==> src/rtl/ppu_vram_port_if.sv <==
// CPU register bus plus PPU memory wrapper bus for ppu_vram_port.
// master = CPU side and memory model, slave = the port itself.
interface ppu_vram_port_if;
   logic        cpu_sel;
   logic [2:0]  cpu_reg;
   logic        cpu_rw;
   logic [7:0]  cpu_din;
   logic [7:0]  cpu_dout;
   logic        cpu_ready;
   logic        inc32;
   logic        toggle_clr;
   logic [13:0] vram_addr;
   logic [7:0]  vram_data;
   logic        vram_rw;
   logic [7:0]  vram_q;

   modport master (
      output cpu_sel, cpu_reg, cpu_rw, cpu_din,
      output inc32, toggle_clr, vram_q,
      input  cpu_dout, cpu_ready,
      input  vram_addr, vram_data, vram_rw
   );

   modport slave (
      input  cpu_sel, cpu_reg, cpu_rw, cpu_din,
      input  inc32, toggle_clr, vram_q,
      output cpu_dout, cpu_ready,
      output vram_addr, vram_data, vram_rw
   );
endinterface

==> src/rtl/ppu_vram_port.sv <==
// PPUADDR/PPUDATA access port between the CPU bus and PPU VRAM.
// Define PPU_PALETTE_BYPASS_EN for immediate palette reads with shadow refill.
module ppu_vram_port (
   input logic            clk,
   input logic            rst,
   ppu_vram_port_if.slave bus
);
   typedef enum logic [2:0] {
      IDLE, WR, RD_ADDR, RD_CAP, RD_SHADOW, DONE
   } state_t;

   state_t      state;
   state_t      state_nxt;
   logic [13:0] v;
   logic [13:0] t;
   logic        w;
   logic [7:0]  rbuf;
   logic [7:0]  dout_q;
   logic [7:0]  wdata_q;
   logic        data_op;
   logic        shadow_op;

   logic        accept;
   logic        is_addr;
   logic        is_data;
   logic        palette;
   logic [13:0] inc;

   assign accept  = (state == IDLE) && bus.cpu_sel;
   assign is_addr = (bus.cpu_reg == 3'd6) && !bus.cpu_rw;
   assign is_data = (bus.cpu_reg == 3'd7);
   assign inc     = bus.inc32 ? 14'd32 : 14'd1;

`ifdef PPU_PALETTE_BYPASS_EN
   assign palette = (v[13:8] == 6'h3F);
`else
   assign palette = 1'b0;
`endif

   always_ff @(posedge clk) begin
      if (rst) state <= IDLE;
      else     state <= state_nxt;
   end

   always_comb begin
      state_nxt = state;
      unique case (state)
         IDLE: begin
            if (bus.cpu_sel) begin
               if (is_data) state_nxt = bus.cpu_rw ? RD_ADDR : WR;
               else         state_nxt = DONE;
            end
         end
         WR:        state_nxt = DONE;
         RD_ADDR:   state_nxt = RD_CAP;
         RD_CAP:    state_nxt = palette ? RD_SHADOW : DONE;
         RD_SHADOW: state_nxt = DONE;
         DONE:      state_nxt = IDLE;
         default:   state_nxt = IDLE;
      endcase
   end

   always_comb begin
      bus.vram_addr = v;
      bus.vram_rw   = 1'b0;
      bus.cpu_ready = 1'b0;
      unique case (1'b1)
         state == WR:        bus.vram_rw   = 1'b1;
         state == RD_SHADOW: bus.vram_addr = v & 14'h2FFF;
         state == DONE:      bus.cpu_ready = 1'b1;
         default: ;
      endcase
   end

   assign bus.vram_data = wdata_q;
   assign bus.cpu_dout  = dout_q;

   always_ff @(posedge clk) begin
      if (rst) begin
         v         <= 14'd0;
         t         <= 14'd0;
         w         <= 1'b0;
         rbuf      <= 8'd0;
         dout_q    <= 8'd0;
         wdata_q   <= 8'd0;
         data_op   <= 1'b0;
         shadow_op <= 1'b0;
      end else begin
         if (accept) begin
            data_op   <= is_data;
            shadow_op <= 1'b0;
            if (is_data && !bus.cpu_rw)
               wdata_q <= bus.cpu_din;
            if (is_addr) begin
               if (!w) begin
                  t[13:8] <= bus.cpu_din[5:0];
               end else begin
                  t[7:0] <= bus.cpu_din;
                  v      <= {t[13:8], bus.cpu_din};
               end
            end
         end
         // a coincident status read clears w after the write used it
         if (bus.toggle_clr)
            w <= 1'b0;
         else if (accept && is_addr)
            w <= ~w;
         if (state == RD_CAP) begin
            if (palette) begin
               dout_q <= bus.vram_q;
            end else begin
               dout_q <= rbuf;
               rbuf   <= bus.vram_q;
            end
         end
         if (state == RD_SHADOW)
            shadow_op <= 1'b1;
         if (state == DONE) begin
            if (data_op)   v    <= v + inc;
            if (shadow_op) rbuf <= bus.vram_q;
         end
      end
   end
endmodule
==> src/flat_wrapper.sv <==
// flat-port wrapper written by rule: the top's interface ports become plain ports
module ppu_vram_port_flat 
  (clk, rst, bus_cpu_sel, bus_cpu_reg, bus_cpu_rw, bus_cpu_din, bus_inc32, bus_toggle_clr, bus_vram_q, bus_cpu_dout, bus_cpu_ready, bus_vram_addr, bus_vram_data, bus_vram_rw);
  ppu_vram_port_if bus_i ();
  input logic clk;
  input logic rst;
  input wire logic [$bits(bus_i.cpu_sel)-1:0] bus_cpu_sel;
  input wire logic [$bits(bus_i.cpu_reg)-1:0] bus_cpu_reg;
  input wire logic [$bits(bus_i.cpu_rw)-1:0] bus_cpu_rw;
  input wire logic [$bits(bus_i.cpu_din)-1:0] bus_cpu_din;
  input wire logic [$bits(bus_i.inc32)-1:0] bus_inc32;
  input wire logic [$bits(bus_i.toggle_clr)-1:0] bus_toggle_clr;
  input wire logic [$bits(bus_i.vram_q)-1:0] bus_vram_q;
  output wire logic [$bits(bus_i.cpu_dout)-1:0] bus_cpu_dout;
  output wire logic [$bits(bus_i.cpu_ready)-1:0] bus_cpu_ready;
  output wire logic [$bits(bus_i.vram_addr)-1:0] bus_vram_addr;
  output wire logic [$bits(bus_i.vram_data)-1:0] bus_vram_data;
  output wire logic [$bits(bus_i.vram_rw)-1:0] bus_vram_rw;
  assign bus_i.cpu_sel = bus_cpu_sel;
  assign bus_i.cpu_reg = bus_cpu_reg;
  assign bus_i.cpu_rw = bus_cpu_rw;
  assign bus_i.cpu_din = bus_cpu_din;
  assign bus_i.inc32 = bus_inc32;
  assign bus_i.toggle_clr = bus_toggle_clr;
  assign bus_i.vram_q = bus_vram_q;
  assign bus_cpu_dout = bus_i.cpu_dout;
  assign bus_cpu_ready = bus_i.cpu_ready;
  assign bus_vram_addr = bus_i.vram_addr;
  assign bus_vram_data = bus_i.vram_data;
  assign bus_vram_rw = bus_i.vram_rw;
  ppu_vram_port u_core (.clk(clk), .rst(rst), .bus(bus_i));
endmodule
==> config.mk <==
export PLATFORM = sky130hd
export DESIGN_NAME = ppu_vram_port_flat
export DESIGN_NICKNAME = d
export VERILOG_FILES = /design/src/rtl/ppu_vram_port_if.sv /design/src/rtl/ppu_vram_port.sv /design/src/flat_wrapper.sv
export SDC_FILE = /design/constraint.sdc
export NUM_CORES = 1
export LEC_CHECK = 0
export ABC_AREA = 1
export CAP_MARGIN = 20
export CORE_MARGIN = 2
export CORE_UTILIZATION = 54
export DETAILED_ROUTE_END_ITERATION = 6
export PLACE_DENSITY = 0.84
export SYNTH_ARGS = -nofsm -noshare
export SYNTH_HDL_FRONTEND = slang
export SYNTH_SLANG_ARGS = --single-unit
==> constraint.sdc <==
create_clock -name clk -period 2.9 [get_ports clk]
set_clock_uncertainty 0.2 [all_clocks]
set_input_delay 0.58 -clock clk [delete_from_list [all_inputs] [get_ports clk]]
set_output_delay 0.58 -clock clk [all_outputs]
set_load 0.005 [all_outputs]
==> results of run 1 <==
## cells in the mapped netlist (2+ instances only)
cell      number  share of area
inv_1         29          0.043
buf_2          2         0.0039
a21oi_1        8          0.016
o21ai_0       36          0.071
nor2_4         2         0.0088
buf_4         15          0.044
nand3_1       32          0.063
inv_2          5         0.0074
dfxtp_1       50           0.39
nor3_1         6          0.012
clkbuf_1       3         0.0044
ha_1           3          0.015
nand2_1       86           0.13
buf_1          2         0.0029
nor2_1       103           0.15
## where the power goes
group,switching (mW),internal (mW),leakage [nW]
sequential,0.0122,0.700,0.404
combinational,0.0641,0.0622,0.937
clock,0.253,0.263,0.0563
## through the flow
stage,util,worst slack [ns]
2_1_floorplan,-,1.04
3_3_place_gp,0.658,0.487
3_5_place_dp,0.658,0.450
4_1_cts,0.683,0.580
5_1_grt,0.683,0.487
6_report,0.683,0.588
## state kept, by name, indices dropped and copies added, names as in the netlist
name / flops
u_core.data_op: 1
u_core.bus.vram_data: 8
u_core.shadow_op: 1
u_core.w: 1
u_core.t: 6
u_core.v: 14
u_core.state: 3
u_core.rbuf: 8
u_core.bus.cpu_dout: 8
## layout make-up
type | instances | area share
well taps | 54 | 0.0214
multi-input cells | 285 | 0.402
inverters | 34 | 0.0404
clock inverters | 3 | 0.0154
clock buffers | 5 | 0.0218
repair buffers | 58 | 0.182
flip-flops and latches | 50 | 0.317
## layer usage
metal,GRT usage,share of wire,up-vias
li1,-,-,1301
met4,0.0926,0.020,0
met3,0.0456,0.045,13
met1,0.304,0.44,1147
met5,0,0,-
met2,0.410,0.49,70
## logic make-up after synthesis
family,count (synthesis),share of synthesized area
XOR/XNOR,1,0.00343
AND/OR/NAND/NOR,235,0.388
adder cells (fa/ha/maj),3,0.0147
flip-flops,50,0.392
AO/OA/AOI/OAI,46,0.0921
buffers and inverters,57,0.110
## critical path, cell delays in order, from the launching register on
cell and delay, ns:
dfxtp_1 0.38, inv_2 0.13, nand2_1 0.09, nor2_1 0.12
clkdlybuf4s50_1 0.51
## path summary, 6_finish.rpt
path | start | end | slack (ns) | cells past startpoint
setup / recovery | u_core.state[2] | bus_vram_rw | 0.59 | 4
hold / removal | u_core.shadow_op | u_core.shadow_op | 0.27 | 2
setup reg to reg | u_core.state[2] | u_core.v[3] | 0.90 | 9
hold reg to reg | u_core.shadow_op | u_core.shadow_op | 0.27 | 2
==> impl_results.md, run 1 <==
* Status: completed
* GRT overflow at 0
* # rows at 25
* Arr. time, crit path at 1.53 ns
* Layout cells sized above 1 at 0.0506
* Num CTS Buffers at 5
* Antenna Nets Post-Route at 0
* IO Pins at 57
* H-Tree Depth at 2
* Fin crit period at 2.31 ns
* Number of flops mapped to enable cells by yosys at 0
* Full die area at 0.00530 mm^2
* Maximum clock frequency at 433 MHz
* Ys flop type: dfxtp_1
* Syn. warnings at 0
* FFs w/ async S/R, synth at 0
* Sequential-to-total area share from yosys stat at 0.392
* Synthesized Nets at 420
* Resized Gates After CTS at 0
* Static Leak at 1.40 nW
* Largest net degree at the start of global routing at 24
* Sum Neg Setup Slack at 0 ns
* Min-Delay Path Class: reg2reg
* Ant. Diodes at 0
* DR pass1 iterations at 4
* Placed insts at 481
* Root buf cell: clkbuf_8
* Initial Util at 0.552
* Non-Filler Instances at 489
* Vias per cell at 5.18
* GRT Total Usage at 0.242
* Crit Path Category: reg2out
* Filler Cell Count at 413
* Commonest non-fill, non-tap cell in the layout: nor2_1
* CTS Hold Bufs at 0
* Post-DP Area at 0.00304 mm^2
* Routed WL at 5970 um
* Worst Setup End Kind: output pin
* Die Ht at 72.8 um
* Most frequent cells in the layout: nor2_1, nand2_1, clkdlybuf4s50_1, dfxtp_1, o21ai_0
* First-pass GRT wire length at 10100 um
* Max-slew violation count at 0
* Design Area, Final at 0.00316 mm^2
* CTS tree: built
* Worst-path fanout max at 6
* Iter 0 DRT Violations at 207
* Clock sinks at 50
* FF+latch count, synth at 50
* Register Area at 0.00100 mm^2
* Setup-failing EPs final at 0
* Port bufs at 56
* Final Hold Viols at 0
* Period utilization at 0.797
* Synthesis-to-layout area growth at 23.8%
* Yosys cell types at 25
* Worst-skew pair later-pin latency at 0.31 ns
* Worst Path Required at 2.12 ns
* Crit path launch type: register
* Syn Area/Cell at 6.51 um^2
* Max Root-Sink Buffers at 2
* Synthesized area at 0.00255 mm^2
* Synth Instances at 392
* Worst-path clk slew at 0.10 ns
* DPL Wire Length at 4360 um
* DR WL/cell at 12.2 um
* Vias in the first global route at 2327
* Post-layout nets at 462
* Die Width at 72.8 um
* Routability Congestion at 0.856
* Design Power at 1.35 mW
* Post-route DRC at 0
* Area occupied by multi-input gates at 0.00127 mm^2
* Tightest Pin Transition at 0.545 ns
* Initial antenna violation count at 0
* Final hold slack at 0.270 ns
* Headroom to the max-slew limit at 0.636
* RSZ-0062 raised after global routing: false
* Post-CTS setup buffers at 0
* CORE AREA at 0.00463 mm^2
* Peak VDD IR at 290 uV
* Power density cells at 428 mW/mm^2
* Vias at 2531
* Max-cap viol count at 0
No activity file was read; power rests on OpenSTA's default activity.
==> run 2: changes to the inputs <==
- CORE_UTILIZATION: 54 -> 45
- PLACE_DENSITY: 0.84 -> 0.74
- clock period: 2.9 -> 2.1 ns (I/O delays scaled with it)
==> run 2 against run 1 <==
  * Hold slack better by 0.0028 ns
  * Utilization shrank 9.1 points
  * Clock power rose by 40%
  * Combinational power up 42%
  * Via count fell by 1.6%
  * Non-clock buffer count is 6 higher
  * Critical path depth stayed put
  * Clock-buffer cell count stayed put
  * Flip-flop and latch count did not move
  * Wire length rose by 1.3%
  * Final area is 3.2% higher
  * Power rose by 39%
==> impl_results.md, run 2 (same netlist as run 1, synthesis figures left out) <==
* Worst-path clk slew at 0.10 ns (about the same)
* Arr. time, crit path at 1.41 ns (-0.12 ns)
* Layout cells sized above 1 at 0.0816 (+0.0311)
* Full die area at 0.00629 mm^2 (+19%)
* Worst Path Required at 1.48 ns (-0.64 ns)
* Post-route DRC at 0 (unchanged)
* Final setup margin at 0.0664 ns (-0.521 ns)
* Dpl ws at -0.213 ns (-0.662 ns)
* Crit path launch type: register
* Static Leak at 1.47 nW (+5.2%)
* Min-Delay Path Class: reg2reg
* Num CTS Buffers at 5 (unchanged)
* CTS tree: built
* Fin crit period at 2.03 ns
* Reg with most FFs: u_core.v
* Power density cells at 578 mW/mm^2 (+35%)
* Worst Hold Depth at 2 (unchanged)
* Filler Cell Count at 550 (+33%)
* Post-layout nets at 468 (+1.3%)
* DR WL/cell at 11.8 um (-3.5%)
* Largest net degree at the start of global routing at 26 (+8.3%)
* Status: completed
* Instance count on the critical path at 4 (unchanged)
* GRT Total Usage at 0.203 (-0.0388)
* Die Width at 79.3 um (+9.0%)
* Top delay family on crit path: buffers and inverters
* Largest stage delay, worst path at 0.49 ns (-0.02 ns)
* Design Area, Final at 0.00326 mm^2 (+3.2%)
* Final Hold Viols at 0 (unchanged)
* Routability Congestion at 0.894 (+4.5%)
* Setup-failing EPs final at 0 (unchanged)
* First-pass GRT wire length at 10200 um (+1.6%)
* DR pass1 iterations at 4 (unchanged)
* Commonest non-fill, non-tap cell in the layout: nor2_1
* Slowest library cell on the worst path: clkdlybuf4s50_1
* Period utilization at 0.968
* Non-Filler Instances at 513 (+4.9%)
* Max-cap viol count at 0 (unchanged)
* Clock sinks at 50 (unchanged)
* Tightest Pin Transition at 0.500 ns (-0.0444 ns)
* Vias in the first global route at 2298 (-1.2%)
* Headroom to the max-slew limit at 0.666 (+0.0296)
* Max-slew violation count at 0 (unchanged)
* Port bufs at 56 (unchanged)
* Sum Neg Setup Slack at 0 ns (unchanged)
* Die Ht at 79.3 um (+9.0%)
* Placed insts at 505 (+5.0%)
* Cells on worst reg2reg path at 7 (-2)
* Vias per cell at 4.86 (-6.2%)
* RSZ-0062 raised after global routing: false
* Antenna Nets Post-Route at 0 (unchanged)
* Synthesis-to-layout area growth at 27.7%
* Crit path buffers/inverters at 3 (+1)
* Crit-path cells: inv_1 -> nand3_2 -> inv_2 -> clkdlybuf4s50_1
* Finished Core Util at 0.592 (-0.0906)
* Maximum clock frequency at 492 MHz
* CTS Hold Bufs at 0 (unchanged)
* Peak VDD IR at 373 uV (+29%)
* Most frequent cells in the layout: nor2_1, nand2_1, clkdlybuf4s50_1, dfxtp_1, o21ai_0
* Post-CTS setup buffers at 0 (unchanged)
* Max Root-Sink Buffers at 2 (unchanged)
* Ant. Diodes at 0 (unchanged)
* Iter 0 DRT Violations at 158 (-24%)
* H-Tree Depth at 2 (unchanged)
* Initial antenna violation count at 0 (unchanged)
* CORE AREA at 0.00551 mm^2 (+19%)
* Worst Setup End Kind: output pin
* Vias at 2491 (-1.6%)
* Crit Path Category: reg2out
* GRT overflow at 0 (unchanged)
* Post-DP Area at 0.00311 mm^2 (+2.2%)
* Root buf cell: clkbuf_8
* Routed WL at 6040 um (+1.3%)
* Initial Util at 0.464 (-0.0879)
* Worst-skew pair later-pin latency at 0.31 ns (about the same)
* # rows at 27 (+8.0%)
* Largest register FFs at 14 (unchanged)
* DPL Wire Length at 4520 um (+3.6%)
* IO Pins at 57 (unchanged)
* Worst-path fanout max at 4 (-2)
-- run 2: per-layer routing --
layer	vias up	GRT usage	share of wire
met5	-	0	0
met4	0	0.0638	0.012
met3	7	0.0307	0.047
met2	66	0.352	0.48
met1	1106	0.258	0.46
li1	1312	-	-
-- run 2: worst paths after layout --
path	from	endpoint	slack, ns
max	u_core.state[1]	bus_cpu_ready	0.07
min	u_core.shadow_op	u_core.shadow_op	0.27
max reg2reg	u_core.v[0]	u_core.v[13]	0.41
min reg2reg	u_core.shadow_op	u_core.shadow_op	0.27
-- run 2: cell type report --
type                       count  area (um^2)  share of cell area
tap                           72         90.1              0.0276
clock inverter                 3         47.5              0.0146
clock buffer                   5         68.8              0.0211
inverter                      34          130              0.0399
timing repair buffer          64          626               0.192
sequential                    50         1010               0.311
multi-input combinational    285         1290               0.394
-- run 2: worst min-delay path: cells and delay by family, from the launching register on --
family / cells / cell delay (ns)
compound gates: 1 / 0.05
flops: 1 / 0.32
simple gates: 1 / 0.06
-- run 2: repair_timing --
item                       4_1_cts  5_1_grt
resized for setup                3       11
pin swaps                        0        0
cloned                           0        0
setup endpoints to repair        3        6
-- run 2: per-stage QoR --
step / power (mW) / hold slack, ns
6_report: 1.89 / 0.272
5_1_grt: 1.95 / 0.305
4_1_cts: 1.89 / 0.269
3_5_place_dp: 1.18 / 0.254
3_3_place_gp: 1.18 / 0.251
2_1_floorplan: 1.09 / 0.241
-- run 2: power by group --
part	total (mW)	internal [mW]	switching [mW]
Combinational	0.179	0.0891	0.0897
Clock	0.722	0.364	0.358
Sequential	0.985	0.967	0.0187
Total	1.89	1.42	0.466
==> RTL change (flow settings as in run 2) <==
The option `PPU_PALETTE_BYPASS_EN` is turned on by a define.
--- a/src/rtl/ppu_vram_port.sv
+++ b/src/rtl/ppu_vram_port.sv
@@ -1,4 +1,6 @@
 // PPUADDR/PPUDATA access port between the CPU bus and PPU VRAM.
 // Define PPU_PALETTE_BYPASS_EN for immediate palette reads with shadow refill.
+`define PPU_PALETTE_BYPASS_EN
+
 module ppu_vram_port (
    input logic            clk,
Formal check against the unedited RTL: not equivalent (a bounded check fails within 10 cycles, from zero or initial values and one cycle with rst high).
==> RTL change against run 2 <==
  * Design area grew 6.3%
  * Worst setup slack gained 0.096 ns
  * Sequential cell count is the same
  * Power grew 5.5%
  * Combinational power grew 87%
  * Worst hold slack lost 0.0010 ns
  * Wire length grew 11%
  * Area after synthesis grew 7.6%
  * Critical path type unchanged
  * Largest power group unchanged
  * Highest routed layer unchanged
==> RTL change: results (changes against run 2) <==
Run status
  – Run status: finished clean

Global routing
  – Met2 usage in global routing: 0.375 (+0.0231)
  – Number of global-route vias before repair: 2503 (+8.9%)
  – Global Route Usage Sum: 0.217 (+0.0146)
  – Met3 track demand over resource in global routing: 0.0500 (+0.0193)
  – Global-route wire length before repair: 11.3 mm (+11%)

Place
  – Placed cells: 539 (+6.7%)
  – Weighted congestion reported at the end of routability-driven placement: 0.813 (-9.1%)
  – DPL Wire Length: 4.89 mm (+8.4%)
  – Setup Slack @ Placement: -0.168 ns (+0.0441 ns)
  – Area of placed instances: 3340 um2 (+7.4%)

Clocking
  – Post_cts resized: 12 (+9)

Detailed routing
  – Average via count per standard cell: 4.95 (+2.0%)
  – Final routed wirelength across all metal layers: 6.69 mm (+11%)
  – Violation count after the first detailed-routing iteration: 170 (+7.6%)
  – Metal1 wirelength: 3.13 mm (+14%)
  – Met3 wirelength from detailed routing: 296 um (+4.2%)
  – Vias post-DR: 2708 (+8.7%)
  – Highest metal used: met4

Pwr
  – Clock group share of total power: 0.313 (-0.070)
  – Max IR drop VDD: 0.383 mV (+2.6%)
  – Internal cell power: 1410 uW (-0.51%)
  – Power Sequential: 1030 uW (+5%)
  – Static Leak: 0.00158 uW (+7.5%)

Timing
  – Transition time at the pin with the least slew margin: 0.476 ns (-0.0244 ns)

Yosys
  – Share of synthesized area occupied by flip-flops and latches: 0.364 (-0.0278)
  – Top cells by area, synth: sky130_fd_sc_hd__dfxtp_1 36%, sky130_fd_sc_hd__nand2_1 14%, sky130_fd_sc_hd__nor2_1 11%
  – Count of different cell masters after synthesis: 28 (+12%)
  – Net count of the mapped netlist: 446 (+6.2%)

Cells and area
  – Share of layout cells above drive strength 1: 0.106 (+0.0243)

Worst setup path
  – Worst-path fanout max: 5 (+1)
  – Largest incremental delay on the critical path: 0.54 ns (+0.05 ns)
  – Arrival time worst endpoint: 1.32 ns (-0.09 ns)
[RTL change: cell families after synthesis]
group / share of synthesized area
simple gates: 0.377
compound gates: 0.127
buf+inv: 0.114
flops: 0.364
fa+ha+maj: 0.0137
xor+xnor: 0.00319
[RTL change: path summary, 6_finish.rpt]
kind / from / to / slack, ns / cells after the start
worst max register to register: u_core.v[10] / u_core.rbuf[6] / 0.33 / 7
worst min register to register: u_core.shadow_op / u_core.shadow_op / 0.27 / 2
worst max-delay path: u_core.v[13] / bus_vram_addr[13] / 0.16 / 1
worst min-delay path: u_core.shadow_op / u_core.shadow_op / 0.27 / 2
[RTL change: final cells by class]
| cell class | instances | area, um2 |
|---|---|---|
| clock buffers | 6 | 82.6 |
| inverters | 43 | 168 |
| repair buffers | 68 | 651 |
| flip-flops and latches | 50 | 1010 |
| well taps | 75 | 93.8 |
| multi-input cells | 303 | 1440 |
| fillers | 577 | 2450 |
| clock inverters | 2 | 17.5 |
